File: config.mk
export PLATFORM = sky130hd
export DESIGN_NAME = stack_seq
export DESIGN_NICKNAME = d
export VERILOG_FILES = /design/src/rtl/stack_seq_pkg.sv /design/src/rtl/stack_seq.sv
export SDC_FILE = /design/constraint.sdc
export NUM_CORES = 1
export LEC_CHECK = 0
export CAP_MARGIN = 20
export CORE_ASPECT_RATIO = 0.9
export CORE_MARGIN = 2
export CORE_UTILIZATION = 45
export DETAILED_ROUTE_END_ITERATION = 10
export HOLD_SLACK_MARGIN = 0.03
export PLACE_DENSITY = 0.94
export SLEW_MARGIN = 15
export SYNTH_ARGS = -nofsm -noshare
export SYNTH_HDL_FRONTEND = slang
export SYNTH_SLANG_ARGS = --single-unit
File: constraint.sdc
create_clock -name clk -period 3.95 [get_ports clk]
set_clock_uncertainty 0.2 [all_clocks]
set_input_delay 0.5925 -clock clk [delete_from_list [all_inputs] [get_ports clk]]
set_output_delay 0.5925 -clock clk [all_outputs]
set_load 0.03 [all_outputs]
File: src/rtl/stack_seq_pkg.sv
// Shared encodings and default pointer limits for the stack sequencer.
package stack_seq_pkg;

    // Command opcodes as presented by the instruction decoder
    typedef enum logic [1:0] {
        OP_PUSH = 2'b00,
        OP_POP  = 2'b01,
        OP_PEEK = 2'b10,
        OP_DROP = 2'b11
    } op_e;

    // Sequencer states
    typedef enum logic [1:0] {
        ST_IDLE = 2'b00,
        ST_MEM  = 2'b01,
        ST_ADJ  = 2'b10,
        ST_ERR  = 2'b11
    } state_e;

    // Empty pointer (reset value of the stack register) and full pointer
    localparam logic [31:0] STACK_TOP_DEF   = 32'h0000_1C00;
    localparam logic [31:0] STACK_LIMIT_DEF = 32'h0000_1800;

endpackage : stack_seq_pkg

File: src/rtl/stack_seq.sv
// Stack operation sequencer: performs the RAM access for push/pop/peek,
// then pulses the pointer increment/decrement strobe of the base-address
// block, holding the strobe off while that block is being bus-written.
// Full-descending stack: push writes sp-1 then decrements, pop reads sp
// then increments.
module stack_seq
    import stack_seq_pkg::*;
#(
    parameter logic [31:0] STACK_TOP   = STACK_TOP_DEF,
    parameter logic [31:0] STACK_LIMIT = STACK_LIMIT_DEF
) (
    input  logic        clk,
    input  logic        rst_n,
    input  logic        cmd_valid,
    output logic        cmd_ready,
    input  logic [1:0]  cmd_op,
    input  logic [31:0] cmd_wdata,
    output logic        rsp_valid,
    output logic [31:0] rsp_data,
    output logic        rsp_err,
    input  logic [31:0] stack_addr,
    input  logic        bus_wr_active,
    output logic        stack_inc_en,
    output logic        stack_dec_en,
    output logic        mem_req,
    output logic        mem_we,
    output logic [31:0] mem_addr,
    output logic [31:0] mem_wdata,
    input  logic [31:0] mem_rdata,
    input  logic        mem_ack
);

    state_e      state_r;
    state_e      state_s;
    op_e         op_r;
    op_e         op_s;
    logic [31:0] addr_r;
    logic [31:0] wdata_r;
    logic [31:0] rsp_data_r;
    logic        accept_s;

    assign op_s     = op_e'(cmd_op);
    assign accept_s = (state_r == ST_IDLE) && cmd_valid;

    // State register; async reset abandons any in-flight access at once
    always_ff @(posedge clk or negedge rst_n) begin
        if (!rst_n) begin
            state_r <= ST_IDLE;
        end else begin
            state_r <= state_s;
        end
    end

    // Command latches: stack_addr is sampled only on accept, so pointer
    // writes while busy cannot disturb the current operation
    always_ff @(posedge clk or negedge rst_n) begin
        if (!rst_n) begin
            op_r    <= OP_PUSH;
            addr_r  <= 32'h0000_0000;
            wdata_r <= 32'h0000_0000;
        end else if (accept_s) begin
            op_r    <= op_s;
            addr_r  <= (op_s == OP_PUSH) ? (stack_addr - 32'h0000_0001) : stack_addr;
            wdata_r <= cmd_wdata;
        end
    end

    // Read data capture for pop/peek; held until the next read completes
    always_ff @(posedge clk or negedge rst_n) begin
        if (!rst_n) begin
            rsp_data_r <= 32'h0000_0000;
        end else if ((state_r == ST_MEM) && mem_ack && (op_r != OP_PUSH)) begin
            rsp_data_r <= mem_rdata;
        end
    end

    // Next-state and output decode
    always_comb begin
        state_s      = state_r;
        cmd_ready    = 1'b0;
        rsp_valid    = 1'b0;
        rsp_err      = 1'b0;
        stack_inc_en = 1'b0;
        stack_dec_en = 1'b0;
        mem_req      = 1'b0;
        mem_we       = 1'b0;
        case (state_r)
            ST_IDLE: begin
                cmd_ready = 1'b1;
                if (cmd_valid) begin
                    if ((op_s == OP_PUSH) && (stack_addr == STACK_LIMIT)) begin
                        state_s = ST_ERR;
                    end else if ((op_s != OP_PUSH) && (stack_addr == STACK_TOP)) begin
                        state_s = ST_ERR;
                    end else if (op_s == OP_DROP) begin
                        state_s = ST_ADJ;
                    end else begin
                        state_s = ST_MEM;
                    end
                end else begin
                    state_s = ST_IDLE;
                end
            end
            ST_MEM: begin
                mem_req = 1'b1;
                mem_we  = (op_r == OP_PUSH);
                if (mem_ack) begin
                    state_s = ST_ADJ;
                end else begin
                    state_s = ST_MEM;
                end
            end
            ST_ADJ: begin
                // A bus write to the base-address block would swallow the strobe
                if (bus_wr_active) begin
                    state_s = ST_ADJ;
                end else begin
                    rsp_valid    = 1'b1;
                    stack_dec_en = (op_r == OP_PUSH);
                    stack_inc_en = (op_r == OP_POP) || (op_r == OP_DROP);
                    state_s      = ST_IDLE;
                end
            end
            ST_ERR: begin
                rsp_valid = 1'b1;
                rsp_err   = 1'b1;
                state_s   = ST_IDLE;
            end
            default: begin
                state_s = ST_IDLE;
            end
        endcase
    end

    assign mem_addr  = addr_r;
    assign mem_wdata = wdata_r;
    assign rsp_data  = rsp_data_r;

endmodule : stack_seq
* After elaboration in Yosys (flattened, before gate mapping) *
Index checks and enable logic that the tools add are counted.

word-level totals
  logic and storage cells = 43
  bits of input ports = 103
  output and inout port bits = 103
  register bits = 100

cells by class
  equality and inequality tests = 8
  reductions and logical operators = 11
  mux-type cells = 18
  $add $sub $neg = 1

operators with widths
  kind                                                 count
  == test 32 x 13 -> 1 bit (second input constant)     2
  2-to-1 mux 32 bit                                    1
  subtractor 32 x 1 -> 32 bit (second input constant)  1
  2-to-1 mux 2 bit                                     6
  2-to-1 mux 1 bit                                     9
  == test 2 bit (second input constant)                4
  case mux 2 bit (4 select lines)                      1
  zero test 2 bit                                      3
  logical AND 1 bit                                    5
  == test 2 x 1 -> 1 bit (second input constant)       2
  nonzero test 2 bit                                   2
  case mux 1 bit (2 select lines)                      1
  logical OR 1 bit                                     1

* Logic depth before layout (Yosys ltp) *
Gate-level depths: netlist (run 1).

  word-level depth = 6
  gate-level depth with buffers = 9
  gate-level depth less buffers = 7

* Worst setup path after synthesis (run 1) *
Ideal clock, no wire load.

  path type = input to register
  from = in stack_addr[27]
  to = reg state_r[1]
  library setup time = 0.084 ns
  arrival = 2.371 ns
  data required time = 3.666 ns
  setup slack = 1.295 ns
  buffers on the path = 0
  stages = 5
  path through = or4_4 or4_4 or4_4 nor3_2 o2bb2ai_1

on the way
  word-level cells in the longest chain between the ends = 6
  elaborated cells on any way between the ends = 8
  those cells by class = 2 x eq/ne; 4 x mux; 2 x reduce/logical

ends and longest elaborated chain
  what                               RTL line         text
  start: declaration                 stack_seq.sv:21  input logic [31:0] stack_addr,
  == test 32 x 13 -> 1 bit           stack_seq.sv:93  end else if ((op_s != OP_PUSH) && (stack_addr == STACK_TOP)) begin
  logical AND 1 bit                  stack_seq.sv:93
  2-to-1 mux 2 bit                   stack_seq.sv:93
  2-to-1 mux 2 bit *                 stack_seq.sv:91  if ((op_s == OP_PUSH) && (stack_addr == STACK_LIMIT)) begin
  2-to-1 mux 2 bit *                 stack_seq.sv:90  if (cmd_valid) begin
  case mux 2 bit (4 select lines) *  stack_seq.sv:87  case (state_r)
  via state_s[1]                     stack_seq.sv:34  state_e state_s;
  end signal: assignment             stack_seq.sv:50  state_r <= state_s;
  end: declaration                   stack_seq.sv:33  state_e state_r;

Mark *: on every way through the listed nets, which the timed path passes. The rest lies on a longest branch.
A chain may end at the register's enable or synchronous reset.

* Worst setup path in the final report (run 1) *
  from = in stack_addr[0]
  to = reg addr_r[28] (netlist: mem_addr[28])

on the way
  word-level cells in the longest chain between the ends = 2

ends and longest elaborated chain
  what                         RTL line         text
  subtractor 32 x 1 -> 32 bit  stack_seq.sv:63  addr_r <= (op_s == OP_PUSH) ? (stack_addr - 32'h0000_0001) : stack_addr;
  2-to-1 mux 32 bit            stack_seq.sv:63
  end signal: assignment       stack_seq.sv:63
  end: declaration             stack_seq.sv:37  logic [31:0] addr_r;

No other way between the ends.

==> flow_metrics.tcl, run 1 <==
set metrics [dict create \
    dieArea_sq_um 10600 \
    synthArstFlopShare 1.00 \
    min_period_ns 3.05 \
    vias_per_cell 5.12 \
    start_util 0.460 \
    maxSlewViolCount 0 \
    core-area_sq_um 9610 \
    final_nets 743 \
    rsz0062_at_grt "false" \
    powerDensity_nw_per_um2 799 \
    std_cell_rows 34 \
    max_slew_margin 0.442 \
    postSynthAreaPerCell_sq_um 10.0 \
    synth_cell_types 37 \
    drive_gt1_frac 0.104 \
    grt_pass1_vias 4039 \
    synth_ff_type "dfrtp_1" \
    min_path_type "in2async" \
    max_freq_mhz 328 \
    finalPower_uw 5430 \
    r2r_cells 5 \
    die_width_um 108 \
    post_cts_resized 0 \
    drc 0 \
    cts_buffers 9 \
    grt_usage 0.237 \
    cp-start-kind "primary input" \
    gp_congestion 0.869 \
    routedWlPerCell_um 16.7 \
    io_pins 206 \
    antenna_found_initial 0 \
    drt.antenna.violating_nets 0 \
    leakage_uw 0.00288 \
    dp_hpwl_um 9700 \
    postCtsHoldBufs 0 \
    synth_area_sq_um 4420 \
    area_growth_pct 53.7 \
    outcome "completed" \
    yosys_warnings 0 \
    cp_max_fo 6 \
    ir_worst_vdd_mv 0.439 \
    cts_sinks 100 \
    htree_levels 3 \
    grt_first_pass_wirelength_um 19800 \
    root_buffer "clkbuf_8" \
    ys_ff_latch 100 \
    synth-edff-count 0 \
    syn_nets 545 \
    first_pass_iters 4 \
    post-place-ws_ns 0.604 \
    setup_viol 0 \
    cap_violations 0 \
    yosysSeqAreaShare 0.566 \
    die_h_um 98.0 \
    clkTransAtPathRegs_ns 0.10 \
    gr-total-overflow 0 \
    power_switching_uw 2350 \
    worstMarginPinSlew_ns 0.838 \
    cts_tree "built" \
    antenna_cells 0 \
    hold_violations 0 \
    intPower_uw 3070 \
    power.clock.fraction 0.125 \
    grt_start_max_net_pins 67 \
    path_class "in2reg" \
    crit_arrival_ns 3.08 \
    fin_crit_sh 0.771 \
    fin_setup_tns_ns 0 \
    endpoint_kind "register" \
    setup_ws_ns 0.905 \
    seqPwrFrac 0.332 \
    post_cts_buffers 0 \
    pwr-share-comb 0.542 \
    required_ns 3.99 \
    cts_buffer_depth 2 \
    drt_wl_total_um 12800 \
    netSwitchingFraction 0.434 \
    portBuffers 205 \
    dr.first_iter.drc_count 203 \
    via_count 3942 \
    synthCells 441 \
    clk_latency_ns 0.35 \
]
==> through the flow <==
step	utilization	std cells	instance area (sq um)	hold WS (ns)
6_report	0.706	770	6790	0.117
5_1_grt	0.706	770	6790	0.175
4_1_cts	0.706	770	6790	0.155
3_5_place_dp	0.684	754	6580	0.266
3_3_place_gp	0.684	754	6580	0.258
2_1_floorplan	-	441	4420	0.0969
==> critical path: stages <==
cell,delay (ns)
clkdlybuf4s50_1,0.46
inv_1,0.08
ha_1,0.17
or4b_1,0.59
or3_1,0.48
nor4_1,0.33
xnor2_1,0.13
o21ai_0,0.24
==> synthesized netlist by cell type, types with 2 or more instances <==
cell type    n  share of area
nand3_1      2         0.0023
mux2_2      32          0.082
clkbuf_1    22          0.019
or4_4        4          0.010
and2_1       2         0.0028
nand2_1    143           0.12
inv_1        4         0.0034
or4_1        2         0.0034
or3_2        2         0.0034
nor3_1      10          0.011
xnor2_1     21          0.042
a31oi_1      2         0.0028
nand4_1      3         0.0042
or3_1        4         0.0057
dfrtp_1    100           0.57
nor4_1      12          0.017
nor2_1      16          0.014
o21ai_0     32          0.036
xor2_1       8          0.016
or2_2        3         0.0042
==> power groups by stage <==
stage                     Clock (uW)  Combinational [uW]  Sequential [uW]
after CTS                        697                2970             1800
after detailed placement           0                2960             1820
after global routing             738                3110             1860
after floorplan                    0                 666             2730
final                            681                2940             1800
after global placement             0                2890             1780
==> flip-flops by register name (all words and copies together) (netlist names) <==
register / cells
mem_wdata: 32
state_r: 2
mem_addr: 32
op_r: 2
rsp_data: 32
==> placed cells by master (no fill, tap or decap), types with 3 or more instances in the layout <==
master           instances
buf_4                    5
clkbuf_8                11
clkdlybuf4s50_1        204
dfrtp_1                100
inv_1                    4
mux2_2                  32
nand2_1                142
nand4_1                  3
nor2_1                  15
nor3_1                  10
nor4_1                  12
o21ai_0                 32
or2_2                    3
or3_1                    4
or4_4                    4
xnor2_1                 21
xor2_1                   8
==> final timing paths <==
path	from	to	slack (ns)
max in group asynchronous	rst_n	mem_wdata[18]$_DFFE_PN0P_	2.46
min in group clk	mem_wdata[4]$_DFFE_PN0P_	mem_wdata[4]$_DFFE_PN0P_	0.28
hold / removal	rst_n	mem_addr[17]$_DFFE_PN0P_	0.12
hold reg to reg	mem_wdata[4]$_DFFE_PN0P_	mem_wdata[4]$_DFFE_PN0P_	0.28
setup / recovery	stack_addr[0]	mem_addr[28]$_DFFE_PN0P_	0.90
setup reg to reg	state_r[1]$_DFF_PN0_	state_r[1]$_DFF_PN0_	1.64
==> kinds of logic after synthesis <==
| logic type | after synthesis | synth area share |
|---|---|---|
| muxes | 32 | 0.0815 |
| AOI/OAI and AO/OA | 41 | 0.0507 |
| xor gates and xnor gates | 29 | 0.0575 |
| adders and majority gates | 1 | 0.00283 |
| and+or+nand+nor | 212 | 0.219 |
| buffers and inverters | 26 | 0.0221 |
| DFF | 100 | 0.566 |
==> per-layer routing <==
metal | part of all wire | vias to the layer above | GRT usage | wire length [um]
li1 | - | 1862 | - | -
met1 | 0.40 | 1896 | 0.272 | 5090
met2 | 0.51 | 162 | 0.422 | 6480
met3 | 0.075 | 22 | 0.0621 | 963
met4 | 0.023 | 0 | 0.0907 | 289
met5 | 0 | - | 0 | 0
==> final cells by class <==
cell class                      instances  area (sq um)
Fill cell                             701          2820
Multi-Input combinational cell        315          1830
Clock inverter                          4          55.1
Timing Repair Buffer                  209          2080
Tap cell                              126           158
Clock buffer                           12           155
Sequential cell                       100          2500
Inverter                                4          15.0
Note: power is estimated with default switching activity, not from simulation.
==> inputs of run 2 (changes only) <==
- CORE_UTILIZATION: 45 -> 37
- PLACE_DENSITY: 0.94 -> 0.83
- clock period: 3.95 -> 2.7 ns (I/O delays scaled with it)
==> flow_metrics.tcl, run 2 (synthesized netlist as in run 1, its figures left out) <==
set metrics [dict create \
    outcome "completed" \
    grt_usage 0.203 \
    cp_top_family "simple AND/OR/NAND/NOR gates" \
    fin_crit_sh 0.962 \
    dp_hpwl_um 9580 \
    cp_max_fo 3 \
    min_path_type "reg2reg" \
    drt.antenna.violating_nets 0 \
    hold_depth 2 \
    fillerInstances 899 \
    ir_worst_vdd_mv 0.601 \
    root_buffer "clkbuf_16" \
    post_cts_buffers 0 \
    max_stage_delay_ns 0.56 \
    r2r_slack_ns 0.74 \
    layout.cells.non_filler 834 \
    dr.first_iter.drc_count 231 \
    crit_chain "clkdlybuf4s50_1, or4_4, buf_4, or3_2, nor4_1, xnor2_1, o21ai_0" \
    grt_pass1_vias 4035 \
    dieArea_sq_um 12800 \
    cpMaxStageDelayCell "or4_4" \
    fin_setup_tns_ns 0 \
    cts_tree "built" \
    cts_sinks 100 \
    std_cell_rows 37 \
    powerDensity_nw_per_um2 1150 \
    area_growth_pct 63.1 \
    cap_violations 0 \
    post-place-ws_ns -0.282 \
    dp.cells 817 \
    max_slew_margin 0.443 \
    vias_per_cell 4.79 \
    setup_viol 0 \
    core-area_sq_um 11500 \
    finalPower_uw 8270 \
    post-route-util 0.625 \
    endpoint_kind "register" \
    via_count 3994 \
    clk_latency_ns 0.34 \
    path_buf_inv 2 \
    crit_arrival_ns 2.59 \
    final_cell_mix "203 x clkdlybuf4s50_1, 142 x nand2_1, 100 x dfrtp_1, 37 x buf_4" \
    min_period_ns 2.60 \
    antenna_found_initial 0 \
    drc 0 \
    start_util 0.383 \
    cp.depth 7 \
    rsz0062_at_grt "false" \
    cp-start-kind "primary input" \
    grt_start_max_net_pins 92 \
    gp_congestion 0.853 \
    final_nets 777 \
    multi_input_area_sq_um 1830 \
    maxSlewViolCount 0 \
    drt_wl_total_um 12600 \
    leakage_uw 0.00312 \
    path_class "in2reg" \
    die_h_um 108 \
    cts_buffers 9 \
    clkTransAtPathRegs_ns 0.07 \
    antenna_cells 0 \
    seq_area_sq_um 2500 \
    first_pass_iters 4 \
    required_ns 2.69 \
    max_freq_mhz 385 \
    die_width_um 119 \
    drive_gt1_frac 0.147 \
    hold_violations 0 \
    grt_first_pass_wirelength_um 20300 \
    portBuffers 205 \
    io_pins 206 \
    final_common_cell "clkdlybuf4s50_1" \
    cts_buffer_depth 2 \
    gr-total-overflow 0 \
    htree_levels 3 \
    r2r_cells 4 \
    worstMarginPinSlew_ns 0.835 \
    setup_ws_ns 0.103 \
    routedWlPerCell_um 15.1 \
]
## run 2: cell count changes in the layout (fill, tap and decap cells not counted), sizes merged
cell and change:
clkdlybuf4s50 -1, clkinv -1, clkbuf -1, inv +2, dlymetal6s2s +1, buf +33
dlygate4sd3 +1
## run 2: final cells by class
class,count,share of cell area
clock inverters,5,0.00920
clock buffers,11,0.0337
multi-input cells,315,0.254
inverters,4,0.00208
repair buffers,243,0.326
flip-flops and latches,100,0.347
well taps,156,0.0271
## run 2: worst min-delay path: stages (launching register included)
cell	delay, ns
dfrtp_1	0.34
nand2_1	0.05
nand2_1	0.05
## run 2: worst paths after layout
check,to,from
hold reg to reg,mem_wdata[12]$_DFFE_PN0P_,mem_wdata[12]$_DFFE_PN0P_
min in group asynchronous,mem_wdata[17]$_DFFE_PN0P_,rst_n
setup / recovery,mem_addr[30]$_DFFE_PN0P_,stack_addr[27]
max in group asynchronous,mem_wdata[20]$_DFFE_PN0P_,rst_n
hold / removal,mem_wdata[12]$_DFFE_PN0P_,mem_wdata[12]$_DFFE_PN0P_
setup reg to reg,mem_addr[20]$_DFFE_PN0P_,state_r[0]$_DFF_PN0_
## run 2: metal layers
| layer | global-route usage | vias up | wire length [um] |
|---|---|---|---|
| li1 | - | 1931 | - |
| met1 | 0.233 | 1900 | 5000 |
| met2 | 0.359 | 147 | 6480 |
| met3 | 0.0673 | 16 | 919 |
| met4 | 0.0595 | 0 | 188 |
| met5 | 0 | - | 0 |
## run 2: report_power, final
part           switching, uW  internal [uW]
Clock                    570            757
Combinational           2490           1830
Sequential               407           2220
Total                   3470           4810
## run 2: metrics by stage
step | area [sq um] | hold slack [ns]
final | 7210 | 0.273
after global routing | 7210 | 0.290
after CTS | 7200 | 0.272
after detailed placement | 6880 | 0.255
after global placement | 6880 | 0.245
after floorplan | 4420 | -0.0906
## run 2: repair_timing
item / in CTS / in global routing
endpoints found under the hold margin: 44 / 0
hold buffers: 1 / 0
resized for setup: 0 / 2
endpoints found under the setup margin: 0 / 2
